`config.mk`:
```
export PLATFORM = sky130hd
export DESIGN_NAME = shadow_capture_ring_flat
export DESIGN_NICKNAME = d
export VERILOG_FILES = /design/src/rtl/shadow_capture_ring_pkg.sv /design/src/rtl/shadow_capture_ring_if.sv /design/src/rtl/shadow_capture_ring_snapshot_ring.sv /design/src/rtl/shadow_capture_ring.sv /design/src/flat_wrapper.sv
export SDC_FILE = /design/constraint.sdc
export NUM_CORES = 1
export LEC_CHECK = 0
export ABC_AREA = 0
export CAP_MARGIN = 10
export CORE_MARGIN = 2
export CORE_UTILIZATION = 35
export CTS_BUF_LIST = sky130_fd_sc_hd__clkbuf_2 sky130_fd_sc_hd__clkbuf_4 sky130_fd_sc_hd__clkbuf_8
export DETAILED_ROUTE_END_ITERATION = 7
export PLACE_DENSITY = 0.56
export SETUP_SLACK_MARGIN = 0.2
export SYNTH_ARGS = -nofsm -noshare
export SYNTH_HDL_FRONTEND = slang
export SYNTH_SLANG_ARGS = --single-unit
```
`constraint.sdc`:
```
create_clock -name clk -period 2.1 [get_ports clk]
set_clock_uncertainty 0.1 [all_clocks]
set_input_delay 0.315 -clock clk [delete_from_list [all_inputs] [get_ports clk]]
set_output_delay 0.315 -clock clk [all_outputs]
set_load 0.02 [all_outputs]
```
`src/rtl/shadow_capture_ring_pkg.sv`:
```
// +----------------------------------------------------------------------------+
// | shadow_capture_pkg : shared types and helpers for shadow_capture_ring      |
// | Revision: 1.0                                                              |
// +----------------------------------------------------------------------------+
`default_nettype none

package shadow_capture_pkg;

   typedef enum logic [1:0] {
      IDLE  = 2'd0,
      LOAD  = 2'd1,
      SHIFT = 2'd2
   } state_t;

   function automatic int clog2(input int value);
      int result;
      result = 0;
      for (int v = value - 1; v > 0; v = v >> 1) begin
         result = result + 1;
      end
      return result;
   endfunction

   // The last chain absorbs the remainder bits when the split is uneven.
   function automatic int chain_len(input int j, input int bits, input int chains);
      int len;
      len = bits / chains;
      return (j == chains - 1) ? (len + bits % chains) : len;
   endfunction

endpackage

`default_nettype wire

```
`src/rtl/shadow_capture_ring_if.sv`:
```
// +----------------------------------------------------------------------------+
// | shadow_capture_ring_if : capture/trigger inputs and scan-chain handshake   |
// | Revision: 1.0                                                              |
// +----------------------------------------------------------------------------+
`default_nettype none

interface shadow_capture_ring_if import shadow_capture_pkg::*; #(
   parameter int DFF_BITS   = 8,
   parameter int CHAINS_OUT = 1,
   parameter int DEPTH      = 4
) ();
   logic [DFF_BITS-1:0]     din;
   logic                    capture_en;
   logic                    trig_mode;
   logic [DFF_BITS-1:0]     trig_mask;
   logic [DFF_BITS-1:0]     trig_val;
   logic                    dump_en;
   logic [CHAINS_OUT-1:0]   chains_out;
   logic [CHAINS_OUT-1:0]   chains_out_vld;
   logic                    chains_out_rdy;
   logic                    chains_out_last;
   logic [clog2(DEPTH):0]   snap_count;
   logic                    full;
   logic                    empty;
   logic                    overflow;
   logic                    clr_overflow;

   modport master (
      output din, capture_en, trig_mode, trig_mask, trig_val, dump_en,
             chains_out_rdy, clr_overflow,
      input  chains_out, chains_out_vld, chains_out_last, snap_count,
             full, empty, overflow
   );

   modport slave (
      input  din, capture_en, trig_mode, trig_mask, trig_val, dump_en,
             chains_out_rdy, clr_overflow,
      output chains_out, chains_out_vld, chains_out_last, snap_count,
             full, empty, overflow
   );
endinterface

`default_nettype wire

```
`src/rtl/shadow_capture_ring_snapshot_ring.sv`:
```
// +----------------------------------------------------------------------------+
// | snapshot_ring : DEPTH-slot snapshot storage with drop/evict overflow logic |
// | Revision: 1.0                                                              |
// +----------------------------------------------------------------------------+
`default_nettype none

module snapshot_ring import shadow_capture_pkg::*; #(
   parameter int DFF_BITS  = 8,
   parameter int DEPTH     = 4,
   parameter int OVERWRITE = 0
) (
   input  wire logic                 clk,
   input  wire logic                 rst,
   input  wire logic                 i_push,
   input  wire logic                 i_pop,
   input  wire logic                 i_clr_overflow,
   input  wire logic [DFF_BITS-1:0]  i_din,
   output logic [DFF_BITS-1:0]       o_rd_data,
   output logic [clog2(DEPTH):0]     o_count,
   output logic                      o_full,
   output logic                      o_empty,
   output logic                      o_overflow
);
   localparam int PW       = clog2(DEPTH);
   localparam int CW       = PW + 1;
   localparam bit EVICT_OK = (OVERWRITE != 0);

   logic [DFF_BITS-1:0] r_mem [DEPTH];
   logic [PW-1:0]       r_wr_ptr;
   logic [PW-1:0]       r_rd_ptr;
   logic [CW-1:0]       r_count;
   logic                r_overflow;

   logic w_full, w_empty, w_blocked, w_write, w_evict, w_inc;

   assign w_full    = (r_count == CW'(DEPTH));
   assign w_empty   = (r_count == '0);
   // A pop in the same cycle frees a slot, so only an unpaired push hits a full ring.
   assign w_blocked = i_push && w_full && !i_pop;
   assign w_write   = i_push && (!w_blocked || EVICT_OK);
   assign w_evict   = w_blocked && EVICT_OK;
   assign w_inc     = w_write && !w_evict;

   always_ff @(posedge clk) begin
      if (w_write) begin
         r_mem[r_wr_ptr] <= i_din;
      end
   end

   always_ff @(posedge clk or negedge rst) begin
      if (!rst) begin
         r_wr_ptr   <= '0;
         r_rd_ptr   <= '0;
         r_count    <= '0;
         r_overflow <= 1'b0;
      end else begin
         if (w_write) begin
            r_wr_ptr <= r_wr_ptr + PW'(1);
         end
         if (i_pop || w_evict) begin
            r_rd_ptr <= r_rd_ptr + PW'(1);
         end
         if (w_inc && !i_pop) begin
            r_count <= r_count + CW'(1);
         end else if (!w_inc && i_pop) begin
            r_count <= r_count - CW'(1);
         end
         if (w_blocked) begin
            r_overflow <= 1'b1;
         end else if (i_clr_overflow) begin
            r_overflow <= 1'b0;
         end
      end
   end

   assign o_rd_data  = r_mem[r_rd_ptr];
   assign o_count    = r_count;
   assign o_full     = w_full;
   assign o_empty    = w_empty;
   assign o_overflow = r_overflow;

endmodule

`default_nettype wire

```
`src/rtl/shadow_capture_ring.sv`:
```
// +----------------------------------------------------------------------------+
// | shadow_capture_ring : triggered multi-snapshot capture, serial scan dump   |
// | Revision: 1.0                                                              |
// +----------------------------------------------------------------------------+
`default_nettype none

module shadow_capture_ring import shadow_capture_pkg::*; #(
   parameter int DFF_BITS   = 8,
   parameter int CHAINS_OUT = 1,
   parameter int DEPTH      = 4,
   parameter int OVERWRITE  = 0
) (
   input  wire logic             clk,
   input  wire logic             rst,
   shadow_capture_ring_if.slave  io_bus
);
   localparam int LEN    = DFF_BITS / CHAINS_OUT;
   localparam int EXTRA  = DFF_BITS % CHAINS_OUT;
   localparam int MAXLEN = LEN + EXTRA;
   localparam int IW     = clog2(MAXLEN + 1);

   state_t                r_state;
   state_t                w_next;
   logic [IW-1:0]         r_idx;
   logic                  w_hit, w_pop, w_adv, w_at_last;
   logic                  w_empty;
   logic [DFF_BITS-1:0]   w_rd_data;
   logic [CHAINS_OUT-1:0] w_vld, w_bit;

   assign w_hit = io_bus.capture_en &&
                  (!io_bus.trig_mode ||
                   (((io_bus.din ^ io_bus.trig_val) & io_bus.trig_mask) == '0));

   snapshot_ring #(
      .DFF_BITS  (DFF_BITS),
      .DEPTH     (DEPTH),
      .OVERWRITE (OVERWRITE)
   ) u_ring (
      .clk            (clk),
      .rst            (rst),
      .i_push         (w_hit),
      .i_pop          (w_pop),
      .i_clr_overflow (io_bus.clr_overflow),
      .i_din          (io_bus.din),
      .o_rd_data      (w_rd_data),
      .o_count        (io_bus.snap_count),
      .o_full         (io_bus.full),
      .o_empty        (w_empty),
      .o_overflow     (io_bus.overflow)
   );

   assign w_at_last = (r_idx == IW'(MAXLEN - 1));

   always_ff @(posedge clk or negedge rst) begin
      if (!rst) begin
         r_state <= IDLE;
         r_idx   <= '0;
      end else begin
         r_state <= w_next;
         if (w_pop) begin
            r_idx <= '0;
         end else if (w_adv) begin
            r_idx <= r_idx + IW'(1);
         end
      end
   end

   always_comb begin
      w_next = r_state;
      w_pop  = 1'b0;
      w_adv  = 1'b0;
      unique case (r_state)
         IDLE: begin
            if (io_bus.dump_en && !w_empty) w_next = LOAD;
         end
         LOAD: begin
            w_pop  = 1'b1;
            w_next = SHIFT;
         end
         SHIFT: begin
            if (io_bus.dump_en && io_bus.chains_out_rdy) begin
               w_adv = 1'b1;
               if (w_at_last) w_next = w_empty ? IDLE : LOAD;
            end
         end
         default: w_next = IDLE;
      endcase
   end

   // Beats advance in lockstep; shorter chains just fall silent after their length.
   for (genvar j = 0; j < CHAINS_OUT; j++) begin : g_chain
      localparam int CL = chain_len(j, DFF_BITS, CHAINS_OUT);
      logic [CL-1:0] r_sr;

      always_ff @(posedge clk or negedge rst) begin
         if (!rst) begin
            r_sr <= '0;
         end else if (w_pop) begin
            r_sr <= w_rd_data[j*LEN +: CL];
         end else if (w_adv) begin
            r_sr <= r_sr >> 1;
         end
      end

      assign w_vld[j] = (r_state == SHIFT) && io_bus.dump_en && (r_idx < IW'(CL));
      assign w_bit[j] = w_vld[j] & r_sr[0];
   end

   assign io_bus.chains_out      = w_bit;
   assign io_bus.chains_out_vld  = w_vld;
   assign io_bus.chains_out_last = (r_state == SHIFT) && w_at_last;
   assign io_bus.empty           = w_empty;

endmodule

`default_nettype wire

```
`src/flat_wrapper.sv`:
```
// flat-port wrapper written by rule: the top's interface ports become plain ports
module shadow_capture_ring_flat import shadow_capture_pkg::*;
#(
   parameter int DFF_BITS   = 8,
   parameter int CHAINS_OUT = 1,
   parameter int DEPTH      = 4,
   parameter int OVERWRITE  = 0
)
  (clk, rst, io_bus_din, io_bus_capture_en, io_bus_trig_mode, io_bus_trig_mask, io_bus_trig_val, io_bus_dump_en, io_bus_chains_out_rdy, io_bus_clr_overflow, io_bus_chains_out, io_bus_chains_out_vld, io_bus_chains_out_last, io_bus_snap_count, io_bus_full, io_bus_empty, io_bus_overflow);
  shadow_capture_ring_if #(.DFF_BITS(DFF_BITS), .CHAINS_OUT(CHAINS_OUT), .DEPTH(DEPTH)) io_bus_i ();
  input  wire logic clk;
  input  wire logic rst;
  input wire logic [$bits(io_bus_i.din)-1:0] io_bus_din;
  input wire logic [$bits(io_bus_i.capture_en)-1:0] io_bus_capture_en;
  input wire logic [$bits(io_bus_i.trig_mode)-1:0] io_bus_trig_mode;
  input wire logic [$bits(io_bus_i.trig_mask)-1:0] io_bus_trig_mask;
  input wire logic [$bits(io_bus_i.trig_val)-1:0] io_bus_trig_val;
  input wire logic [$bits(io_bus_i.dump_en)-1:0] io_bus_dump_en;
  input wire logic [$bits(io_bus_i.chains_out_rdy)-1:0] io_bus_chains_out_rdy;
  input wire logic [$bits(io_bus_i.clr_overflow)-1:0] io_bus_clr_overflow;
  output wire logic [$bits(io_bus_i.chains_out)-1:0] io_bus_chains_out;
  output wire logic [$bits(io_bus_i.chains_out_vld)-1:0] io_bus_chains_out_vld;
  output wire logic [$bits(io_bus_i.chains_out_last)-1:0] io_bus_chains_out_last;
  output wire logic [$bits(io_bus_i.snap_count)-1:0] io_bus_snap_count;
  output wire logic [$bits(io_bus_i.full)-1:0] io_bus_full;
  output wire logic [$bits(io_bus_i.empty)-1:0] io_bus_empty;
  output wire logic [$bits(io_bus_i.overflow)-1:0] io_bus_overflow;
  assign io_bus_i.din = io_bus_din;
  assign io_bus_i.capture_en = io_bus_capture_en;
  assign io_bus_i.trig_mode = io_bus_trig_mode;
  assign io_bus_i.trig_mask = io_bus_trig_mask;
  assign io_bus_i.trig_val = io_bus_trig_val;
  assign io_bus_i.dump_en = io_bus_dump_en;
  assign io_bus_i.chains_out_rdy = io_bus_chains_out_rdy;
  assign io_bus_i.clr_overflow = io_bus_clr_overflow;
  assign io_bus_chains_out = io_bus_i.chains_out;
  assign io_bus_chains_out_vld = io_bus_i.chains_out_vld;
  assign io_bus_chains_out_last = io_bus_i.chains_out_last;
  assign io_bus_snap_count = io_bus_i.snap_count;
  assign io_bus_full = io_bus_i.full;
  assign io_bus_empty = io_bus_i.empty;
  assign io_bus_overflow = io_bus_i.overflow;
  shadow_capture_ring #(.DFF_BITS(DFF_BITS), .CHAINS_OUT(CHAINS_OUT), .DEPTH(DEPTH), .OVERWRITE(OVERWRITE)) u_core (.clk(clk), .rst(rst), .io_bus(io_bus_i));
endmodule
```
==> results of run 1 <==
-- flip-flops by register name (all words and copies together) (netlist names) --
| signal | count |
|---|---|
| u_core.u_ring.r_mem | 32 |
| u_core.g_chain.r_sr | 8 |
| u_core.r_idx | 4 |
| u_core.u_ring.o_count | 3 |
| u_core.r_state | 2 |
| u_core.u_ring.r_rd_ptr | 2 |
| u_core.u_ring.r_wr_ptr | 2 |
| u_core.u_ring.o_overflow | 1 |
-- cells by family after synthesis --
family                     Yosys count  share of synthesized area [%]
AOI/OAI and AO/OA                   22                          8.238
buffers and inverters               10                          1.616
DFF                                 54                          62.98
adders and majority gates            7                          3.962
muxes                               10                          8.602
and+or+nand+nor                     46                          9.490
xor gates and xnor gates            14                          5.109
-- routing by layer --
metal	share of wire, %	global-route usage [%]
met1	41	15.38
met2	54	25.19
met3	4.1	3.619
met4	1.2	4.261
met5	0	0
-- cell usage after synthesis (all sizes together) --
| cell | count |
|---|---|
| nand2 | 24 |
| xnor2 | 4 |
| clkinv | 1 |
| nand4b | 1 |
| nand4 | 2 |
| o21ai | 7 |
| dfrtp | 22 |
| a221oi | 1 |
| nand2b | 1 |
| mux4 | 8 |
| and2 | 5 |
| clkbuf | 3 |
| xor2 | 10 |
| mux2 | 2 |
| a2111oi | 1 |
| edfxtp | 32 |
| nor3b | 1 |
| fa | 1 |
| inv | 5 |
| or2 | 1 |
| nor3 | 3 |
| nor2 | 5 |
| ha | 6 |
| a22oi | 11 |
| a31oi | 1 |
| nor2b | 2 |
| a41o | 1 |
| nand3 | 1 |
| buf | 1 |
-- timing repair --
| action | 4_1_cts | 5_1_grt |
|---|---|---|
| setup endpoints to repair | 41 | 37 |
| setup buffers | 2 | 0 |
| gates resized for setup | 96 | 18 |
| cloned | 0 | 0 |
| pin swaps | 18 | 16 |
-- power by group --
| group | total (mW) | switching [mW] | leakage, nW | internal [mW] |
|---|---|---|---|---|
| clock network | 0.600 | 0.320 | 0.0517 | 0.280 |
| registers | 1.57 | 0.181 | 0.564 | 1.39 |
| logic | 1.38 | 0.653 | 0.702 | 0.730 |
-- layout make-up --
cell class / instances / area (um^2) / share of cell area (%)
clock buffers: 7 / 90.09 / 2.840
clock inverters: 1 / 5.005 / 0.1578
inverters: 6 / 25.02 / 0.7890
multi-input cells: 99 / 935.9 / 29.51
flip-flops and latches: 54 / 1513 / 47.69
well taps: 80 / 100.1 / 3.156
repair buffers: 64 / 503.0 / 15.86
-- metrics by stage --
step           setup slack [ns]  cells  hold WS [ns]
4_1_cts                 -0.1296    311        0.1847
3_3_place_gp            -0.6988    301        0.3362
5_1_grt                 -0.1303    311        0.1957
2_1_floorplan           -0.2060    163      -0.08059
6_report               -0.02587    311        0.2005
3_5_place_dp            -0.7926    301        0.3458
-- worst max path at each step --
stage / from / endpoint / cells after the start / slack [ns]
after floorplan: io_bus_trig_val[3] / u_core.u_ring.o_count[2]$_DFFE_PN0P_ / 10 / -0.21
after global placement: io_bus_din[4] / u_core.u_ring.o_count[2]$_DFFE_PN0P_ / 11 / -0.70
after detailed placement: io_bus_trig_val[4] / u_core.u_ring.o_count[2]$_DFFE_PN0P_ / 11 / -0.79
after CTS: io_bus_din[4] / u_core.u_ring.o_count[2]$_DFFE_PN0P_ / 11 / -0.13
after global routing: io_bus_din[4] / u_core.u_ring.o_count[2]$_DFFE_PN0P_ / 11 / -0.13
final: io_bus_din[3] / u_core.u_ring.o_count[2]$_DFFE_PN0P_ / 11 / -0.03
==> impl_metrics.env, run 1 <==
export IMPL_most_common_layout_cells="32 x edfxtp_1, 26 x buf_4, 24 x nand2_1"
export IMPL_drt_iter0_markers=90
export IMPL_syn_cell_area_um2=2400
export IMPL_violations="negative setup slack"
export IMPL_crit_arrival_ns=2.26
export IMPL_worstMarginPinSlew_ns=0.3917
export IMPL_setup_viol=1
export IMPL_clkTransAtPathRegs_ns=0.09
export IMPL_core_area_um2=6719
export IMPL_grt_pass1_wl_um=7734
export IMPL_slowest_stage="fa_2"
export IMPL_p_per_area_nw_per_um2=1121
export IMPL_root_buffer="clkbuf_8"
export IMPL_worst_setup_path_end_kind="flop"
export IMPL_placed_cell_area_um2=3063
export IMPL_fin_util_pct=47.21
export IMPL_max_freq_mhz=470.4
export IMPL_layout_setup_ws_ns=-0.02587
export IMPL_max_cap_violations=0
export IMPL_wl_per_cell_um=15.31
export IMPL_fillCellCount=616
export IMPL_layout_commonest_cell="edfxtp_1"
export IMPL_syn_nets=201
export IMPL_crit_chain="buf_2 > xor2_1 > a22oi_2 > nand4_4 > a221oi_4 > ha_2 > inv_2 > fa_2 > xor2_1 > nor2_1 > xor2_1"
export IMPL_start_kind="primary input"
export IMPL_fp_row_count=30
export IMPL_n_antenna_cell=0
export IMPL_grt_overflow=0
export IMPL_ys_types=35
export IMPL_synth_area_leaders="edfxtp_1 40%, dfrtp_1 23%, mux4_2 7.5%, nand2_1 3.8%, xor2_1 3.6%"
export IMPL_clock_latency_ns=0.30
export IMPL_reg2reg_slack_ns=-0.01
export IMPL_synth_top_area_share_pct=40.04
export IMPL_period_share_pct=101.2
export IMPL_avgSynthCellArea_um2=14.72
export IMPL_drive_gt1_share_pct=38.10
export IMPL_syn_inst=163
export IMPL_dieArea_um2=7535
export IMPL_dieHeight_um=86.81
export IMPL_grt_max_degree=23
export IMPL_clock_sinks=54
export IMPL_rsz0062_at_grt="true"
export IMPL_grt_pass1_vias=1639
export IMPL_finalSetupTns_ns=-0.02587
export IMPL_vias=1531
export IMPL_slowest_delay_ns=0.33
export IMPL_p_leak_nw=1.318
export IMPL_stdcell_area_um2=3172
export IMPL_viasPerCell=4.923
export IMPL_wl_um=4760
export IMPL_globalplace_congestion=0.7418
export IMPL_cp_max_fo=2
export IMPL_timing_rr_start="u_core.r_state[1]$_DFFE_PN0P_"
export IMPL_placement_io_buffers=39
export IMPL_crit_required_ns=2.23
export IMPL_reg2regPathDepth=9
export IMPL_synth_warnings=0
export IMPL_hpwl_um=3457
export IMPL_slew_violations=0
export IMPL_grtUsageTotal_pct=13.71
export IMPL_htreeDepth=2
export IMPL_hold_class="primary input to flop"
export IMPL_cp_top_family="adder cells"
export IMPL_hold_end="u_core.u_ring.r_mem[1][6]$_DFFE_PP_"
export IMPL_ys_seq_area_share_pct=62.98
export IMPL_whs_path_depth=2
export IMPL_max_clock_path_buffers=2
export IMPL_die_w_um=86.81
export IMPL_cts_hold_buf=0
export IMPL_cts_tree="yes"
export IMPL_min_period_ns=2.126
export IMPL_cts_buffers=5
export IMPL_yosys_area_top_type="edfxtp_1"
export IMPL_crit_type="primary input to flop"
export IMPL_ys_seq_elements=54
export IMPL_min_from="io_bus_din[6]"
export IMPL_drc=0
export IMPL_power_mw=3.557
export IMPL_drt_pass1_iter_count=4
export IMPL_final_antenna_net_count=0
export IMPL_vdd_drop_max_uv=288.7
export IMPL_timing_critical_path_mode_cell="xor2_1"
export IMPL_status="finished with violations"
export IMPL_ioPinCount=40
export IMPL_crit_buf_inv=2
export IMPL_area_growth_synth_to_final_pct=32.17
export IMPL_finalHoldViolCount=0
export IMPL_r2r_end="u_core.u_ring.o_count[2]$_DFFE_PN0P_"
export IMPL_nets=268
export IMPL_initial_core_util_pct=35.72
export IMPL_slew_headroom_pct=73.89
export IMPL_antenna_found_initial=0
No activity file was read; power rests on OpenSTA's default activity.
==> inputs of run 2 (changes only) <==
CORE_ASPECT_RATIO = 0.75   (was unset)
CTS_CLUSTER_SIZE = 24   (was unset)
==> impl_metrics.env, run 2 (same netlist as run 1, synthesis figures left out) <==
export IMPL_clkTransAtPathRegs_ns=0.10
export IMPL_largest_register="u_core.u_ring.r_mem"
export IMPL_grt_pass1_wl_um=7452
export IMPL_n_antenna_cell=0
export IMPL_wl_per_cell_um=14.60
export IMPL_grt_max_degree=23
export IMPL_root_buffer="clkbuf_8"
export IMPL_antenna_found_initial=0
export IMPL_placed_cell_area_um2=3060
export IMPL_largest_reg_flops=32
export IMPL_grtUsageTotal_pct=12.97
export IMPL_htreeDepth=2
export IMPL_vias=1459
export IMPL_start_kind="primary input"
export IMPL_vdd_drop_max_uv=382.2
export IMPL_max_freq_mhz=476.7
export IMPL_viasPerCell=4.661
export IMPL_max_clock_path_buffers=2
export IMPL_placement_io_buffers=39
export IMPL_globalplace_congestion=0.7033
export IMPL_finalHoldViolCount=0
export IMPL_max_cap_violations=0
export IMPL_crit_chain="buf_6 > xor2_1 > a22oi_2 > nand4_4 > a221oi_4 > ha_2 > inv_2 > fa_2 > xor2_1 > nor2_1 > xor2_1"
export IMPL_wl_um=4569
export IMPL_initial_core_util_pct=35.64
export IMPL_multi_input_area_um2=919.6
export IMPL_status="complete, no violations"
export IMPL_crit_arrival_ns=2.23
export IMPL_cts_buffers=5
export IMPL_hold_class="primary input to flop"
export IMPL_largestRegisters="u_core.u_ring.r_mem x32, u_core.g_chain.r_sr x8, u_core.r_idx x4"
export IMPL_fin_util_pct=46.25
export IMPL_p_leak_nw=1.286
export IMPL_rsz0062_at_grt="true"
export IMPL_slew_violations=0
export IMPL_dpl_cell_count=304
export IMPL_p_sw_share_pct=33.57
export IMPL_slowest_stage="fa_2"
export IMPL_drt_pass1_iter_count=4
export IMPL_fillCellCount=613
export IMPL_slowest_delay_ns=0.32
export IMPL_p_switching_mw=1.169
export IMPL_fp_row_count=26
export IMPL_dieHeight_um=75.71
export IMPL_most_common_layout_cells="32 x edfxtp_1, 24 x nand2_1, 23 x buf_4"
export IMPL_pwr_share_comb_pct=37.7
export IMPL_p_per_area_nw_per_um2=1118
export IMPL_cp_max_fo=2
export IMPL_power_internal_mw=2.314
export IMPL_setup_viol=0
export IMPL_final_antenna_net_count=0
export IMPL_clock_sinks=54
export IMPL_crit_required_ns=2.23
export IMPL_slew_headroom_pct=72.31
export IMPL_hpwl_um=3416
export IMPL_min_period_ns=2.098
export IMPL_timing_critical_path_mode_cell="xor2_1"
export IMPL_ioPinCount=40
export IMPL_final_cells=313
export IMPL_crit_type="primary input to flop"
export IMPL_drc=0
export IMPL_stdcell_area_um2=3114
export IMPL_clock_latency_ns=0.30
export IMPL_dieArea_um2=7542
export IMPL_drive_gt1_share_pct=37.12
export IMPL_drt_iter0_markers=54
export IMPL_die_w_um=99.62
export IMPL_power_frac_seq_pct=44.8
export IMPL_period_share_pct=99.90
export IMPL_core_area_um2=6734
export IMPL_layout_commonest_cell="edfxtp_1"
export IMPL_cts_hold_buf=0
export IMPL_cts_tree="yes"
export IMPL_nets=266
export IMPL_pre_cts_ws_ns=-0.7126
export IMPL_register_area_um2=1511
export IMPL_grt_pass1_vias=1509
export IMPL_grt_overflow=0
export IMPL_worst_setup_path_end_kind="flop"
export IMPL_layout_setup_ws_ns=0.002170
export IMPL_clkPwrFrac_pct=17.5
export IMPL_area_growth_synth_to_final_pct=29.77
export IMPL_worstMarginPinSlew_ns=0.4154
export IMPL_finalSetupTns_ns=0
run 2: cell count changes in the layout (fill, tap and decap cells not counted), moves of 2 or more:
cell	delta
buf_2	+2
buf_6	-3
and2_4	-4
and2_2	+4
buf_4	-3
clkbuf_2	+3
run 2: layer usage:
metal	routed length (um)	vias up	GRT usage, %
met5	0	-	0
met4	17	0	2.283
met3	186	2	3.670
met2	2040	25	20.50
met1	2325	708	18.44
li1	-	724	-
run 2: area by class of cell:
cell class / count / share of cell area [%]
Clock inverter: 3 / 0.9241
Timing Repair Buffer: 62 / 14.70
Multi-Input combinational cell: 99 / 29.53
Sequential cell: 54 / 48.53
Clock buffer: 5 / 2.210
Tap cell: 84 / 3.375
Inverter: 6 / 0.7232
run 2: power by group through the flow:
stage	combinational, mW	clock (mW)	sequential, mW
4_1_cts	1.34	0.625	1.56
3_3_place_gp	1.34	0	1.59
5_1_grt	1.46	0.673	1.60
3_5_place_dp	1.35	0	1.59
2_1_floorplan	0.795	0	1.59
6_report	1.31	0.609	1.56
run 2: through the flow:
stage	hold WS (ns)	total power [mW]
after floorplan	-0.08059	2.382
after global placement	0.3446	2.931
after detailed placement	0.3421	2.940
after CTS	0.1723	3.528
after global routing	0.1674	3.727
final	0.1822	3.483
run 2: critical path: cells and delay by family:
family | cells | cell delay (ns)
adders and majority gates | 2 | 0.55
AOI/OAI and AO/OA | 2 | 0.52
xor gates and xnor gates | 3 | 0.45
and+or+nand+nor | 2 | 0.27
buffers and inverters | 2 | 0.13
run 2: final timing paths:
kind / from / to / slack [ns] / cells after the start
min in group asynchronous: rst / u_core.g_chain[0].r_sr[3]$_DFFE_PN0P_ / 0.26 / 2
max: io_bus_din[6] / u_core.u_ring.o_count[2]$_DFFE_PN0P_ / 0.002 / 11
min reg2reg: u_core.r_state[0]$_DFFE_PN0P_ / u_core.r_state[0]$_DFFE_PN0P_ / 0.35 / 1
max in group asynchronous: rst / u_core.r_idx[3]$_DFFE_PN0P_ / 1.41 / 2
max reg2reg: u_core.r_state[1]$_DFFE_PN0P_ / u_core.u_ring.o_count[2]$_DFFE_PN0P_ / 0.05 / 9
min: io_bus_din[0] / u_core.u_ring.r_mem[3][0]$_DFFE_PP_ / 0.18 / 1
run 2: timing repair:
action / in CTS / in global routing
buffers inserted: 0 / 1
endpoints found under the setup margin: 42 / 39
gates resized for setup: 82 / 13
pin swaps: 19 / 13
==> inputs of run 3 (changes only) <==
CORE_ASPECT_RATIO = unset   (was 0.75)
GPL_TIMING_DRIVEN = 1   (was unset)
==> results of run 3 <==
The final DEF is identical to that of run 1; final timing and power are the same.
